## src/rtl/vdp_palette_pkg.sv

```systemverilog
// Shared constants and types for the VDP colour palette stage: mode code, entry layout,
// power-on palette and the 3-to-5 bit colour expansion.
package vdp_palette_pkg;

  localparam logic [4:0] c_mode_g7 = 5'b111_00;

  localparam logic [0:0] st_wait_rb = 1'b0;
  localparam logic [0:0] st_wait_g  = 1'b1;

  typedef struct packed {
    logic [2:0] r;
    logic [2:0] g;
    logic [2:0] b;
  } pal_entry_t;

  // Octal digits read directly as R, G, B.
  localparam pal_entry_t c_default_palette [16] = '{
    9'o000, 9'o000, 9'o161, 9'o373, 9'o117, 9'o237, 9'o511, 9'o267,
    9'o711, 9'o733, 9'o661, 9'o664, 9'o141, 9'o625, 9'o555, 9'o777
  };

  function automatic logic [4:0] expand3to5(input logic [2:0] x);
    return {x, x[2:1]};
  endfunction

endpackage

```

## src/rtl/vdp_color_palette_if.sv

```systemverilog
// CPU-side palette write port: index load, byte strobe and status readback.
// palette_wr_valid is a one-cycle byte strobe with no ready: every strobe is consumed that clock.
interface vdp_color_palette_if;
  import vdp_palette_pkg::*;

  logic       palette_index_set;
  logic [3:0] palette_index_in;
  logic       palette_wr_valid;
  logic [7:0] palette_wr_data;
  logic [3:0] palette_index;
  logic [0:0] wr_state;

  modport master (
    output palette_index_set, palette_index_in, palette_wr_valid, palette_wr_data,
    input  palette_index, wr_state
  );

  modport slave (
    input  palette_index_set, palette_index_in, palette_wr_valid, palette_wr_data,
    output palette_index, wr_state
  );

endinterface

```

## src/rtl/vdp_palette_write_seq.sv

```systemverilog
// Two-byte palette write sequencer: byte0 carries R/B, byte1 carries G and commits the entry,
// then the write index advances (wrapping 15 -> 0).
module vdp_palette_write_seq
  import vdp_palette_pkg::*;
(
  input  logic       clk,
  input  logic       reset,
  input  logic       index_set,
  input  logic [3:0] index_in,
  input  logic       wr_valid,
  input  logic [7:0] wr_data,
  output logic [3:0] index,
  output logic [0:0] state,
  output logic       wr_en,
  output logic [3:0] wr_addr,
  output pal_entry_t wr_entry
);

  logic [2:0] hold_r;
  logic [2:0] hold_b;
  logic       unused_data;

  assign unused_data = ^{wr_data[7], wr_data[3]};

  // An index load restarts the sequence and swallows any byte strobed in the same clock.
  always_ff @(posedge clk) begin
    if (reset) begin
      state  <= st_wait_rb;
      index  <= 4'd0;
      hold_r <= 3'd0;
      hold_b <= 3'd0;
    end else if (index_set) begin
      state <= st_wait_rb;
      index <= index_in;
    end else if (wr_valid) begin
      if (state == st_wait_rb) begin
        hold_r <= wr_data[6:4];
        hold_b <= wr_data[2:0];
        state  <= st_wait_g;
      end else begin
        index <= index + 4'd1;
        state <= st_wait_rb;
      end
    end
  end

  assign wr_en    = !reset && !index_set && wr_valid && (state == st_wait_g);
  assign wr_addr  = index;
  assign wr_entry = {hold_r, wr_data[2:0], hold_b};

endmodule

```

## src/rtl/vdp_color_palette.sv

```systemverilog
// Final VDP colour stage: 2-clock pipeline mapping display_color to 5-bit RGB through the
// 16-entry palette, or as direct GRB332 in G7.
module vdp_color_palette
  import vdp_palette_pkg::*;
(
  input  logic                 clk,
  input  logic                 reset,
  input  logic [7:0]           display_color,
  input  logic                 display_color_en,
  input  logic [4:0]           reg_screen_mode,
  vdp_color_palette_if.slave   bus,
  output logic                 vdp_en,
  output logic [4:0]           vdp_r,
  output logic [4:0]           vdp_g,
  output logic [4:0]           vdp_b
);

  logic       wr_en;
  logic [3:0] wr_addr;
  pal_entry_t wr_entry;
  logic [3:0] index;
  logic [0:0] state;

  vdp_palette_write_seq u_write_seq (
    .clk       (clk),
    .reset     (reset),
    .index_set (bus.palette_index_set),
    .index_in  (bus.palette_index_in),
    .wr_valid  (bus.palette_wr_valid),
    .wr_data   (bus.palette_wr_data),
    .index     (index),
    .state     (state),
    .wr_en     (wr_en),
    .wr_addr   (wr_addr),
    .wr_entry  (wr_entry)
  );

  assign bus.palette_index = index;
  assign bus.wr_state      = state;

  pal_entry_t palette [16];

  always_ff @(posedge clk) begin
    if (reset) begin
      for (int i = 0; i < 16; i++) palette[i] <= c_default_palette[i];
    end else if (wr_en) begin
      palette[wr_addr] <= wr_entry;
    end
  end

  logic [7:0] s1_color;
  logic       s1_en;
  logic       s1_g7;

  always_ff @(posedge clk) begin
    if (reset) begin
      s1_color <= 8'd0;
      s1_en    <= 1'b0;
      s1_g7    <= 1'b0;
    end else begin
      s1_color <= display_color;
      s1_en    <= display_color_en;
      s1_g7    <= (reg_screen_mode == c_mode_g7);
    end
  end

  // The lookup reads the pre-write array, so a same-clock write shows up one pixel later.
  pal_entry_t sel;

  always_comb begin
    sel = palette[s1_color[3:0]];
    if (s1_g7) sel = {s1_color[4:2], s1_color[7:5], s1_color[1:0], s1_color[1]};
  end

  always_ff @(posedge clk) begin
    if (reset) begin
      vdp_en <= 1'b0;
      vdp_r  <= 5'd0;
      vdp_g  <= 5'd0;
      vdp_b  <= 5'd0;
    end else begin
      vdp_en <= s1_en;
      vdp_r  <= expand3to5(sel.r);
      vdp_g  <= expand3to5(sel.g);
      vdp_b  <= expand3to5(sel.b);
    end
  end

endmodule

```

## src/flat_wrapper.sv

```systemverilog
// flat-port wrapper written by rule: the top's interface ports become plain ports
module vdp_color_palette_flat import vdp_palette_pkg::*;
  (clk, reset, display_color, display_color_en, reg_screen_mode, vdp_en, vdp_r, vdp_g, vdp_b, bus_palette_index_set, bus_palette_index_in, bus_palette_wr_valid, bus_palette_wr_data, bus_palette_index, bus_wr_state);
  vdp_color_palette_if bus_i ();
  input  logic clk;
  input  logic reset;
  input  logic [7:0] display_color;
  input  logic display_color_en;
  input  logic [4:0] reg_screen_mode;
  output logic vdp_en;
  output logic [4:0] vdp_r;
  output logic [4:0] vdp_g;
  output logic [4:0] vdp_b;
  input wire logic [$bits(bus_i.palette_index_set)-1:0] bus_palette_index_set;
  input wire logic [$bits(bus_i.palette_index_in)-1:0] bus_palette_index_in;
  input wire logic [$bits(bus_i.palette_wr_valid)-1:0] bus_palette_wr_valid;
  input wire logic [$bits(bus_i.palette_wr_data)-1:0] bus_palette_wr_data;
  output wire logic [$bits(bus_i.palette_index)-1:0] bus_palette_index;
  output wire logic [$bits(bus_i.wr_state)-1:0] bus_wr_state;
  assign bus_i.palette_index_set = bus_palette_index_set;
  assign bus_i.palette_index_in = bus_palette_index_in;
  assign bus_i.palette_wr_valid = bus_palette_wr_valid;
  assign bus_i.palette_wr_data = bus_palette_wr_data;
  assign bus_palette_index = bus_i.palette_index;
  assign bus_wr_state = bus_i.wr_state;
  vdp_color_palette u_core (.clk(clk), .reset(reset), .display_color(display_color), .display_color_en(display_color_en), .reg_screen_mode(reg_screen_mode), .bus(bus_i), .vdp_en(vdp_en), .vdp_r(vdp_r), .vdp_g(vdp_g), .vdp_b(vdp_b));
endmodule
```

## config.mk

```make
export PLATFORM = sky130hd
export DESIGN_NAME = vdp_color_palette_flat
export DESIGN_NICKNAME = d
export VERILOG_FILES = /design/src/rtl/vdp_palette_pkg.sv /design/src/rtl/vdp_color_palette_if.sv /design/src/rtl/vdp_palette_write_seq.sv /design/src/rtl/vdp_color_palette.sv /design/src/flat_wrapper.sv
export SDC_FILE = /design/constraint.sdc
export NUM_CORES = 1
export LEC_CHECK = 0
export BUFFER_PORTS_ARGS = -buffer_cell sky130_fd_sc_hd__buf_2
export CAP_MARGIN = 20
export CORE_UTILIZATION = 55
export DETAILED_ROUTE_END_ITERATION = 12
export HOLD_SLACK_MARGIN = 0.05
export PLACE_DENSITY = 0.76
export SLEW_MARGIN = 20
export SYNTH_ARGS = -nofsm -noshare
export SYNTH_HDL_FRONTEND = slang
export SYNTH_SLANG_ARGS = --single-unit
```

## constraint.sdc

```tcl
create_clock -name clk -period 2.1 [get_ports clk]
set_clock_uncertainty 0.15 [all_clocks]
set_input_delay 0.63 -clock clk [delete_from_list [all_inputs] [get_ports clk]]
set_output_delay 0.63 -clock clk [all_outputs]
set_load 0.05 [all_outputs]
```

## Word level (Yosys, flattened, before mapping)

Memories as Yosys holds them, arrays and structs flattened. A register that Yosys moved wholly into a read port is not among the register bits.
Index checks and enable logic that the tools add are counted.

| operators by class | value |
|---|---|
| $add $sub $neg | 1 |
| multiply operators | 0 |
| div/mod/pow operators | 0 |
| magnitude comparators | 0 |
| eq/ne operators | 1 |
| shifts and indexed selects | 0 |
| mux-type cells | 14 |
| bitwise operators | 2 |
| reductions and logical operators | 11 |

Operator list:

| cell | count |
|---|---|
| 4-bit 2-to-1 mux | 5 |
| 9-bit 2-to-1 mux | 2 |
| 9-bit OR reduction | 1 |
| 1-bit 2-to-1 mux | 7 |
| 5-bit equality test (second input constant) | 1 |
| 4-bit by 1-bit adder with 4-bit output (second input constant) | 1 |
| 2-bit nonzero test | 2 |
| 1-bit logical AND | 3 |
| 3-bit AND reduction | 1 |
| 1-bit zero test | 2 |
| 1-bit inverter | 2 |
| 2-bit AND reduction | 1 |
| 2-bit OR reduction | 1 |

| word-level totals | value |
|---|---|
| bits in registers | 37 |
| latch bits | 0 |
| RAM bits | 144 |
| memory bits (read-only) | 0 |
| input bits | 30 |
| output and inout port bits | 21 |
| word-level logic and storage cells | 41 |
| memories kept | 1 |

Memory list:

| memory | words | bits a word | read ports | clocked after Yosys merged registers in | wr ports | RTL line | source |
|---|---|---|---|---|---|---|---|
| u_core.palette | 16 | 9 | 1 | 1 | 16 | vdp_color_palette.sv:41 | `pal_entry_t palette [16];` |

## Logic depth before layout (Yosys ltp)

Gate-level depths: netlist of the first run.

| depth | value |
|---|---|
| word-level depth | 9 |
| mapped depth | 7 |

## By module

A second synthesis of the first run with hierarchy kept.

| unflattened totals | value |
|---|---|
| cell total of the unflattened synthesis | 604 |
| area total of the unflattened synthesis | 7915.1 µm² |

By module, submodules not included:

| module | times used | cells an instance | area an instance (µm²) | sequential area each (µm²) |
|---|---|---|---|---|
| vdp_color_palette | 1 | 550 | 7409.6 | 4724.5 |
| vdp_palette_write_seq | 1 | 54 | 505.5 | 220.2 |

## Worst setup path after synthesis of the first run

Ideal clock, no wire load.

| timing | value |
|---|---|
| path kind | register -> register |
| from | register u_core.u_write_seq.state |
| to | memory u_core.palette[3][0] in the netlist's numbering, enable pin |
| data arrival time | 1.848 ns |
| setup slack | -0.239 ns |
| cell stages (with the launch flop) | 6 |
| period minus slack after synthesis | 2.339 ns |
| cell sequence | dfxtp_1 > and4bb_4 > nand2_1 > or3_1 > buf_2 > nand2b_1 |

RTL lines:

| what | RTL line | source |
|---|---|---|
| start, declared | vdp_palette_write_seq.sv:13 | `output logic [0:0] state,` |
| start signal, assigned | vdp_palette_write_seq.sv:28 | `state <= st_wait_rb;` |
| start signal, assigned | vdp_palette_write_seq.sv:33 | `state <= st_wait_rb;` |
| start signal, assigned | vdp_palette_write_seq.sv:39 | `state <= st_wait_g;` |
| end, declared | vdp_color_palette.sv:41 |  |

## Worst setup path after layout of the first run

| timing | value |
|---|---|
| from | register u_core.u_write_seq.index[2] |
| to | output bus_palette_index[2] |

RTL lines:

| what | RTL line | source |
|---|---|---|
| start, declared | vdp_palette_write_seq.sv:12 | `output logic [3:0] index,` |
| start signal, assigned | vdp_palette_write_seq.sv:34 | `index <= index_in;` |
| start signal, assigned | vdp_palette_write_seq.sv:41 | `index <= index + 4'd1;` |
| end, declared | flat_wrapper.sv:18 | `output wire logic [$bits(bus_i.palette_index)-1:0] bus_palette_index;` |

No word-level cell between the ends.

==> impl_metrics.ini, run 1 <==
[clock_network]
htreeDepth = 4
clkLatencyLatePin_ns = 0.44
clk_path_buf_depth = 2
cts_num_sinks = 175
cts.clk_slew.worst_paths_ns = 0.06
clockRootBuffer = clkbuf_16
cts_hold_buf = 0
cts_tree = done
numCtsBuffers = 17

[floorplan]
core_area_um2 = 13900
die_area_um2 = 14800
io_pins = 51
fp.dieH_um = 122
row_count = 43
die_x_um = 122
start_util_pct = 56.6

[cells_and_area]
syn_to_final_growth_pct = 18.4
fill_cells = 992
mostFrequentLayoutCells = 144 x edfxtp_1, 63 x buf_4, 48 x buf_2
final_common_cell = edfxtp_1
drive_gt1_share_pct = 34.4
multi_input_area_um2 = 2680
final_cells = 848
diodes = 0
regArea_um2 = 4950
nets = 689

[logic_synthesis]
synth-xor-area-share_pct = 0.334
synth_top_area_share_pct = 55.0
synth_seq_cells = 175
yosysTopAreaCell = edfxtp_1
avgSynthCellArea_um2 = 14.0
synth_cells = 563
ys_seq_area_share_pct = 62.9
async_flop_share_pct = 0
synth_top_family_by_area = simple AND/OR/NAND/NOR gates
muxShareOfSynthArea_pct = 12.8
yosys_warnings = 0
synth_compound_area_share_pct = 2.15
synth_fa_ha_area_share_pct = 0.637
synth_edf_count = 144
yosys.cell_types.count = 47
synth.cell_area_um2 = 7860
syn_nets = 597
yosys-top-cells-area = edfxtp_1 55%, dfxtp_1 7.9%, mux4_2 6.3%, mux4_1 3.7%, or2_2 3.7%
synth-simple-area-share_pct = 17.9
synth_ff_type = edfxtp_1

[setup_path]
crit_fanout = 12
worstPathCellList = buf_2
r2r_slack_ns = 0.07
crit_family = flip-flops
critPathArrivalTime_ns = 1.25
r2r_start = u_core.u_write_seq.state
crit_buf_inv = 1
crit_slowest_cell = dfxtp_2
critPathCapture = bus_palette_index[2]
max_stage_delay_ns = 0.49
cp.required_ns = 1.32
r2r_cells = 4
worstSetupStartpoint = u_core.u_write_seq.index[2]
reg2reg_to = u_core.palette[0][7]
crit_path_start_kind = flop
crit_type = flop to output pin
cp.depth = 1
cp-end-kind = output pin

[sta]
post-route-period-util_pct = 96.6
worst_slack_ns = 0.0715
finalSetupViolCount = 0
worst_hold_slack_ns = 0.212
rsz0062_at_grt = no
post-route-min-period_ns = 2.03
max_freq_mhz = 493
drv_slew = 0
slew_headroom_pct = 55.5
hold_violations = 0
tightest_slew_ns = 0.667
setup_tns_ns = 0

[route]
routedWlPerCell_um = 21.1
drc = 0
num_vias = 4972
routed_wl_mm = 17.9
dr.pass1.iters = 5
viasPerCell = 5.86
drt.antenna.violating_nets = 0
dr.first_iter.drc_count = 395

[grt]
grt_use_total_pct = 26.6
grt_max_degree = 49
grt_pass1_wl_mm = 27.9
antenna_found_initial = 0
grt_overflow_total = 0
grt_pass1_vias = 5040

[place]
place_hpwl_mm = 12.3
numPortBuffers = 48
place_ws_ns = -0.307
place_inst = 816
place.gp.congestion = 0.834

[power]
leakage_nw = 3.17
vdd_drop_max_mv = 0.650
powerDensity_nw_per_um2 = 851
power_w = 0.00791

[flow_run]
drv_cap = 0

[worst_hold_path]
hold_path.class = input pin to flop

[outcome]
status = completed
## synth_stat cells, types with 2 or more instances
library cell / n
a21oi_1: 5
a311oi_1: 3
and2_1: 42
buf_1: 3
buf_2: 13
buf_4: 8
buf_6: 3
clkbuf_1: 14
clkinv_1: 2
dfxtp_1: 31
edfxtp_1: 144
ha_1: 4
inv_1: 5
mux2_2: 3
mux2i_1: 19
mux4_1: 11
mux4_2: 22
nand2_1: 34
nand2b_1: 21
nand3_1: 13
nand4_1: 4
nand4b_1: 3
nor2_1: 39
nor2b_1: 15
nor3_1: 9
nor4_1: 9
o211ai_1: 2
o21ai_1: 2
o22ai_1: 4
or2_1: 6
or2_2: 46
or3_1: 8
xnor2_1: 2
## power breakdown
group	internal [W]	switching, W	leakage [nW]
clock network	0.00206	0.00129	0.315
logic	0.000248	0.000409	1.36
registers	0.00383	0.0000695	1.50
total	0.00614	0.00177	3.17
## logic make-up (layout without fill, tap and decap cells)
| group | after synthesis | count (layout) |
|---|---|---|
| compound gates | 24 | 24 |
| xor+xnor | 3 | 3 |
| fa+ha+maj | 4 | 4 |
| buf+inv | 48 | 153 |
| flops | 175 | 175 |
| mux | 55 | 55 |
| simple gates | 254 | 254 |
## worst min-delay path by stage
stage | from | to | slack, ns | depth (start not counted)
3_3_place_gp | u_core.s1_en | u_core.vdp_en | 0.28 | 1
4_1_cts | reg_screen_mode[1] | u_core.s1_g7 | 0.20 | 2
2_1_floorplan | u_core.s1_en | u_core.vdp_en | 0.26 | 1
6_report | reg_screen_mode[1] | u_core.s1_g7 | 0.21 | 2
3_5_place_dp | u_core.s1_en | u_core.vdp_en | 0.28 | 1
5_1_grt | reg_screen_mode[1] | u_core.s1_g7 | 0.22 | 2
## sequential cells by signal, summed over array words and instances (netlist names)
signal,cells
u_core.palette,144
u_core.s1_color,8
u_core.u_write_seq.index,4
u_core.u_write_seq.hold_b,3
u_core.u_write_seq.hold_r,3
u_core.vdp_b,3
u_core.vdp_g,3
u_core.vdp_r,3
u_core.s1_en,1
u_core.s1_g7,1
u_core.u_write_seq.state,1
u_core.vdp_en,1
## layout make-up
class | instances | area share (%)
Tap cell | 180 | 2.42
Clock inverter | 7 | 0.995
Clock buffer | 25 | 5.91
Sequential cell | 175 | 53.2
Multi-Input combinational cell | 340 | 28.8
Timing Repair Buffer | 114 | 8.31
Inverter | 7 | 0.282
## metrics by stage
step	area, um2	util [%]
after floorplan	7890	-
after global placement	8660	62.4
after detailed placement	8660	62.4
final	9300	67.0
after CTS	9300	67.0
after global routing	9300	67.0
## timing repair
item / CTS / global route
setup buffers: 0 / 0
setup endpoints to repair: 0 / 2
resized for setup: 0 / 1
## per-layer routing
metal | wire length (um) | vias to the layer above | global-route usage [%]
met2 | 8820 | 238 | 43.4
li1 | - | 2253 | -
met1 | 6990 | 2439 | 33.7
met5 | 0 | - | 0
met3 | 1360 | 42 | 5.78
met4 | 691 | 0 | 13.0
## worst register-to-register path, stage by stage (launching register included)
cell,delay (ns)
dfxtp_2,0.40
and4bb_4,0.34
nand2_1,0.17
nor3_1,0.28
or2_2,0.35
Power figures use the tool's default switching activity.
==> inputs of run 2 (changes only) <==
PLACE_DENSITY = 0.73   (was 0.76)
clock period = 1.94 ns   (was 2.1 ns; I/O delays follow)
==> impl_metrics.ini, run 2 (synthesis results as in run 1) <==
[outcome]
status = completed

[cells_and_area]
largestRegisters = u_core.palette (144), u_core.s1_color (8), u_core.u_write_seq.index (4)
final_cells = 853
mostFrequentLayoutCells = 144 x edfxtp_1, 67 x buf_4, 48 x buf_2
post-route-util_pct = 68.1
regArea_um2 = 4950
final_common_cell = edfxtp_1
multi_input_area_um2 = 2770
diodes = 0
top_register = u_core.palette
fill_cells = 947
drive_gt1_share_pct = 37.4
nets = 694
largest_reg_flops = 144
syn_to_final_growth_pct = 20.3

[setup_path]
critPathArrivalTime_ns = 2.04
r2r_cells = 5
r2r_slack_ns = 0.04
reg2reg_to = u_core.vdp_r[1]
crit_fanout = 16
crit_slowest_cell = mux4_1
max_stage_delay_ns = 0.64
crit_type = flop to flop
crit_family = multiplexers
cp-end-kind = flop
r2r_start = u_core.s1_color[1]
cp.required_ns = 2.08
crit_buf_inv = 1
worstPathCellList = buf_12, mux4_1, mux2i_1, a21o_1, a2111oi_1
crit_path_start_kind = flop

[route]
routed_wl_mm = 19.1
routedWlPerCell_um = 22.4
dr.first_iter.drc_count = 545
dr.pass1.iters = 5
drt.antenna.violating_nets = 0
viasPerCell = 5.99
num_vias = 5106
drc = 0

[clock_network]
clk_path_buf_depth = 2
cts_tree = done
clockRootBuffer = clkbuf_16
clkLatencyLatePin_ns = 0.44
numCtsBuffers = 17
htreeDepth = 4
cts_hold_buf = 0
cts.clk_slew.worst_paths_ns = 0.07
cts_num_sinks = 175

[power]
leakage_nw = 3.23
vdd_drop_max_mv = 0.859
power_w = 0.00875
powerDensity_nw_per_um2 = 926

[worst_hold_path]
hold_path.class = input pin to flop
min_path_cells = 2
min_to = u_core.s1_g7
hold_start = reg_screen_mode[1]

[grt]
grt_use_total_pct = 27.8
grt_max_degree = 49
grt_overflow_total = 0
antenna_found_initial = 1
grt_pass1_wl_mm = 28.7
grt_pass1_vias = 5010

[sta]
post-route-min-period_ns = 1.90
slew_headroom_pct = 48.8
finalSetupViolCount = 0
worst_slack_ns = 0.0362
worst_hold_slack_ns = 0.166
post-route-period-util_pct = 98.1
hold_violations = 0
drv_slew = 0
max_freq_mhz = 525
tightest_slew_ns = 0.767

[floorplan]
core_area_um2 = 13900
die_x_um = 122
die_area_um2 = 14800
io_pins = 51
fp.dieH_um = 122
start_util_pct = 56.6
row_count = 43

[place]
place_hpwl_mm = 12.8
place_ws_ns = -0.382
numPortBuffers = 48
place.gp.congestion = 0.870
place_inst = 808

[flow_run]
drv_cap = 0
[run 2: cell count changes in the layout (fill, tap and decap cells not counted), moves of 3 or more]
cell	delta
buf_4	+4
bufinv_16	+3
clkbuf_16	-3
clkbuf_8	-3
inv_6	+4
nand2b_1	-7
nand2b_4	+5
or2_2	-4
or2_4	+4
[run 2: area by class of cell]
| class | instances | share of cell area [%] |
|---|---|---|
| clock buffers | 17 | 4.50 |
| clock inverters | 15 | 2.48 |
| inverters | 7 | 0.278 |
| multi-input cells | 340 | 29.3 |
| flip-flops and latches | 175 | 52.4 |
| well taps | 180 | 2.38 |
| repair buffers | 119 | 8.62 |
[run 2: how the worst max path moves through the flow]
stage,startpoint,cells after the start,end
6_report,u_core.s1_color[1],5,u_core.vdp_r[1]
5_1_grt,u_core.s1_color[1],5,u_core.vdp_g[3]
4_1_cts,u_core.s1_color[2],5,u_core.vdp_g[2]
3_5_place_dp,reset,5,u_core.palette[3][7]
3_3_place_gp,reset,5,u_core.palette[3][3]
2_1_floorplan,reset,5,u_core.palette[3][0]
[run 2: stage by stage]
stage	area (um2)	setup TNS [ns]
floorplan	7970	-4.42
global placement	8680	-48.52
detailed placement	8680	-58.40
CTS	9340	0
global route	9450	-0.00719
finish	9450	0
[run 2: worst register-to-register path, delay by kind of cell (launching register included)]
family | cells | cell delay (ns)
mux | 2 | 0.82
buf+inv | 1 | 0.17
flops | 1 | 0.36
compound gates | 2 | 0.25
[run 2: power by group]
group | leakage (nW) | internal, W | switching (W) | total, W
sequential | 1.50 | 0.00415 | 0.0000758 | 0.00422
clock | 0.311 | 0.00231 | 0.00148 | 0.00378
combinational | 1.42 | 0.000284 | 0.000461 | 0.000745
[run 2: layer usage]
metal | routed length, um | track usage, % | vias up
li1 | - | - | 2259
met1 | 7360 | 36.4 | 2506
met2 | 9280 | 44.1 | 292
met3 | 1770 | 6.67 | 49
met4 | 672 | 13.0 | 0
met5 | 0 | 0 | -
[run 2: what timing repair did]
item                                   in CTS  in global routing
buffers inserted                            0                 13
resized for setup                           1                  5
setup endpoints to repair                   3                 28
endpoints found under the hold margin       0                  0
cloned                                      0                  0
==> inputs of run 3 (changes only) <==
PLACE_DENSITY = 0.76   (was 0.73)
SKIP_CTS_REPAIR_TIMING = 1   (was default)
==> impl_metrics.ini, run 3 (synthesis results as in run 1) <==
[setup_path]
max_stage_delay_ns = 0.56
crit_slowest_cell = mux4_2
cp.required_ns = 2.09
r2r_cells = 5
r2r_slack_ns = 0.01
crit_path_start_kind = flop
crit_fanout = 13
worstPathCellList = buf_12, buf_6, mux4_2, mux2i_2, o211ai_1
cp-end-kind = flop
crit_type = flop to flop
r2r_start = u_core.s1_color[1]
critPathArrivalTime_ns = 2.07
reg2reg_to = u_core.vdp_g[1]

[power]
comb_power_share_pct = 9.2
power_w = 0.00827
power_frac_clock_pct = 39.8
powerDensity_nw_per_um2 = 881
leakage_nw = 3.19
p_int_w = 0.00630
vdd_drop_max_mv = 0.653
switching_power_w = 0.00197
power_frac_seq_pct = 51.0
power.share.switching_pct = 23.8

[flow_run]
drv_cap = 0

[sta]
hold_violations = 0
max_freq_mhz = 519
drv_slew = 0
post-route-period-util_pct = 99.3
rsz0062_at_grt = yes
tightest_slew_ns = 0.729
worst_hold_slack_ns = 0.179
setup_tns_ns = 0
post-route-min-period_ns = 1.93
slew_headroom_pct = 51.3
finalSetupViolCount = 0

[route]
num_vias = 5035
routedWlPerCell_um = 22.1
dr.first_iter.drc_count = 554
viasPerCell = 5.93
drt.antenna.violating_nets = 0
drc = 0
dr.pass1.iters = 5
routed_wl_mm = 18.8

[cells_and_area]
final_cells = 849
top_register = u_core.palette
mostFrequentLayoutCells = 144 x edfxtp_1, 60 x buf_4, 47 x buf_2
regArea_um2 = 4960
multi_input_area_um2 = 2770
largestRegisters = u_core.palette (144), u_core.s1_color (8), u_core.u_write_seq.index (4)
final_area_um2 = 9390
drive_gt1_share_pct = 36.9
largest_reg_flops = 144
syn_to_final_growth_pct = 19.5
final_common_cell = edfxtp_1
diodes = 0
fill_cells = 956
nets = 690

[floorplan]
start_util_pct = 56.6
row_count = 43
core_area_um2 = 13900
die_area_um2 = 14800
die_x_um = 122
io_pins = 51
fp.dieH_um = 122

[clock_network]
htreeDepth = 4
clk_path_buf_depth = 2
clkLatencyLatePin_ns = 0.42
numCtsBuffers = 17
cts_num_sinks = 175
clockRootBuffer = clkbuf_16
cts_tree = done
cts.clk_slew.worst_paths_ns = 0.06

[grt]
grt_overflow_total = 0
grt_max_degree = 49
grt_pass1_wl_mm = 28.0
antenna_found_initial = 0
grt_pass1_vias = 4876
grt_use_total_pct = 27.0

[worst_hold_path]
hold_path.class = input pin to flop
min_to = u_core.s1_g7
min_path_cells = 2
hold_start = reg_screen_mode[1]

[place]
place_inst = 804
place_hpwl_mm = 12.7
numPortBuffers = 48
place_area_um2 = 8670
place.gp.congestion = 0.905

[outcome]
status = completed
[run 3: stage by stage]
stage,setup slack (ns),utilization [%]
after global routing,-0.0331,67.6
after global placement,-0.336,62.5
after detailed placement,-0.382,62.5
after CTS,-0.0667,66.7
final,0.0144,67.6
after floorplan,-0.114,-
[run 3: final cells by class]
cell class	count	area share (%)
clock buffer	22	5.40
clock inverter	10	0.760
inverter	7	0.280
multi-input combinational	340	29.5
sequential	175	52.8
tap	180	2.40
timing repair buffer	115	8.84
[run 3: power by group through the flow]
stage | sequential (W) | clock [W] | combinational (W)
4_1_cts | 0.00422 | 0.00330 | 0.000726
5_1_grt | 0.00423 | 0.00345 | 0.000801
3_5_place_dp | 0.00430 | 0 | 0.000722
3_3_place_gp | 0.00429 | 0 | 0.000709
2_1_floorplan | 0.00435 | 0 | 0.000420
6_report | 0.00422 | 0.00329 | 0.000758
[run 3: how the worst max path moves through the flow]
stage	slack (ns)	start	depth (start not counted)	end
detailed placement	-0.38	reset	5	u_core.palette[3][4]
finish	0.01	u_core.s1_color[1]	5	u_core.vdp_g[1]
global route	-0.03	u_core.s1_color[1]	6	u_core.vdp_g[2]
global placement	-0.34	reset	5	u_core.palette[3][3]
floorplan	-0.11	reset	5	u_core.palette[3][0]
CTS	-0.07	u_core.s1_color[1]	5	u_core.vdp_g[1]
[run 3: worst max-delay path: cells and delay by family (launching register included)]
kind	cells	cell delay (ns)
AO/OA/AOI/OAI	1	0.11
buffers and inverters	2	0.33
flip-flops	1	0.35
multiplexers	2	0.85
[run 3: routing by layer]
layer | share of wire (%) | vias up | track usage, %
li1 | - | 2253 | -
met1 | 40 | 2439 | 34.9
met2 | 47 | 289 | 41.8
met3 | 8.5 | 54 | 6.72
met4 | 5.0 | 0 | 15.2
met5 | 0 | - | 0
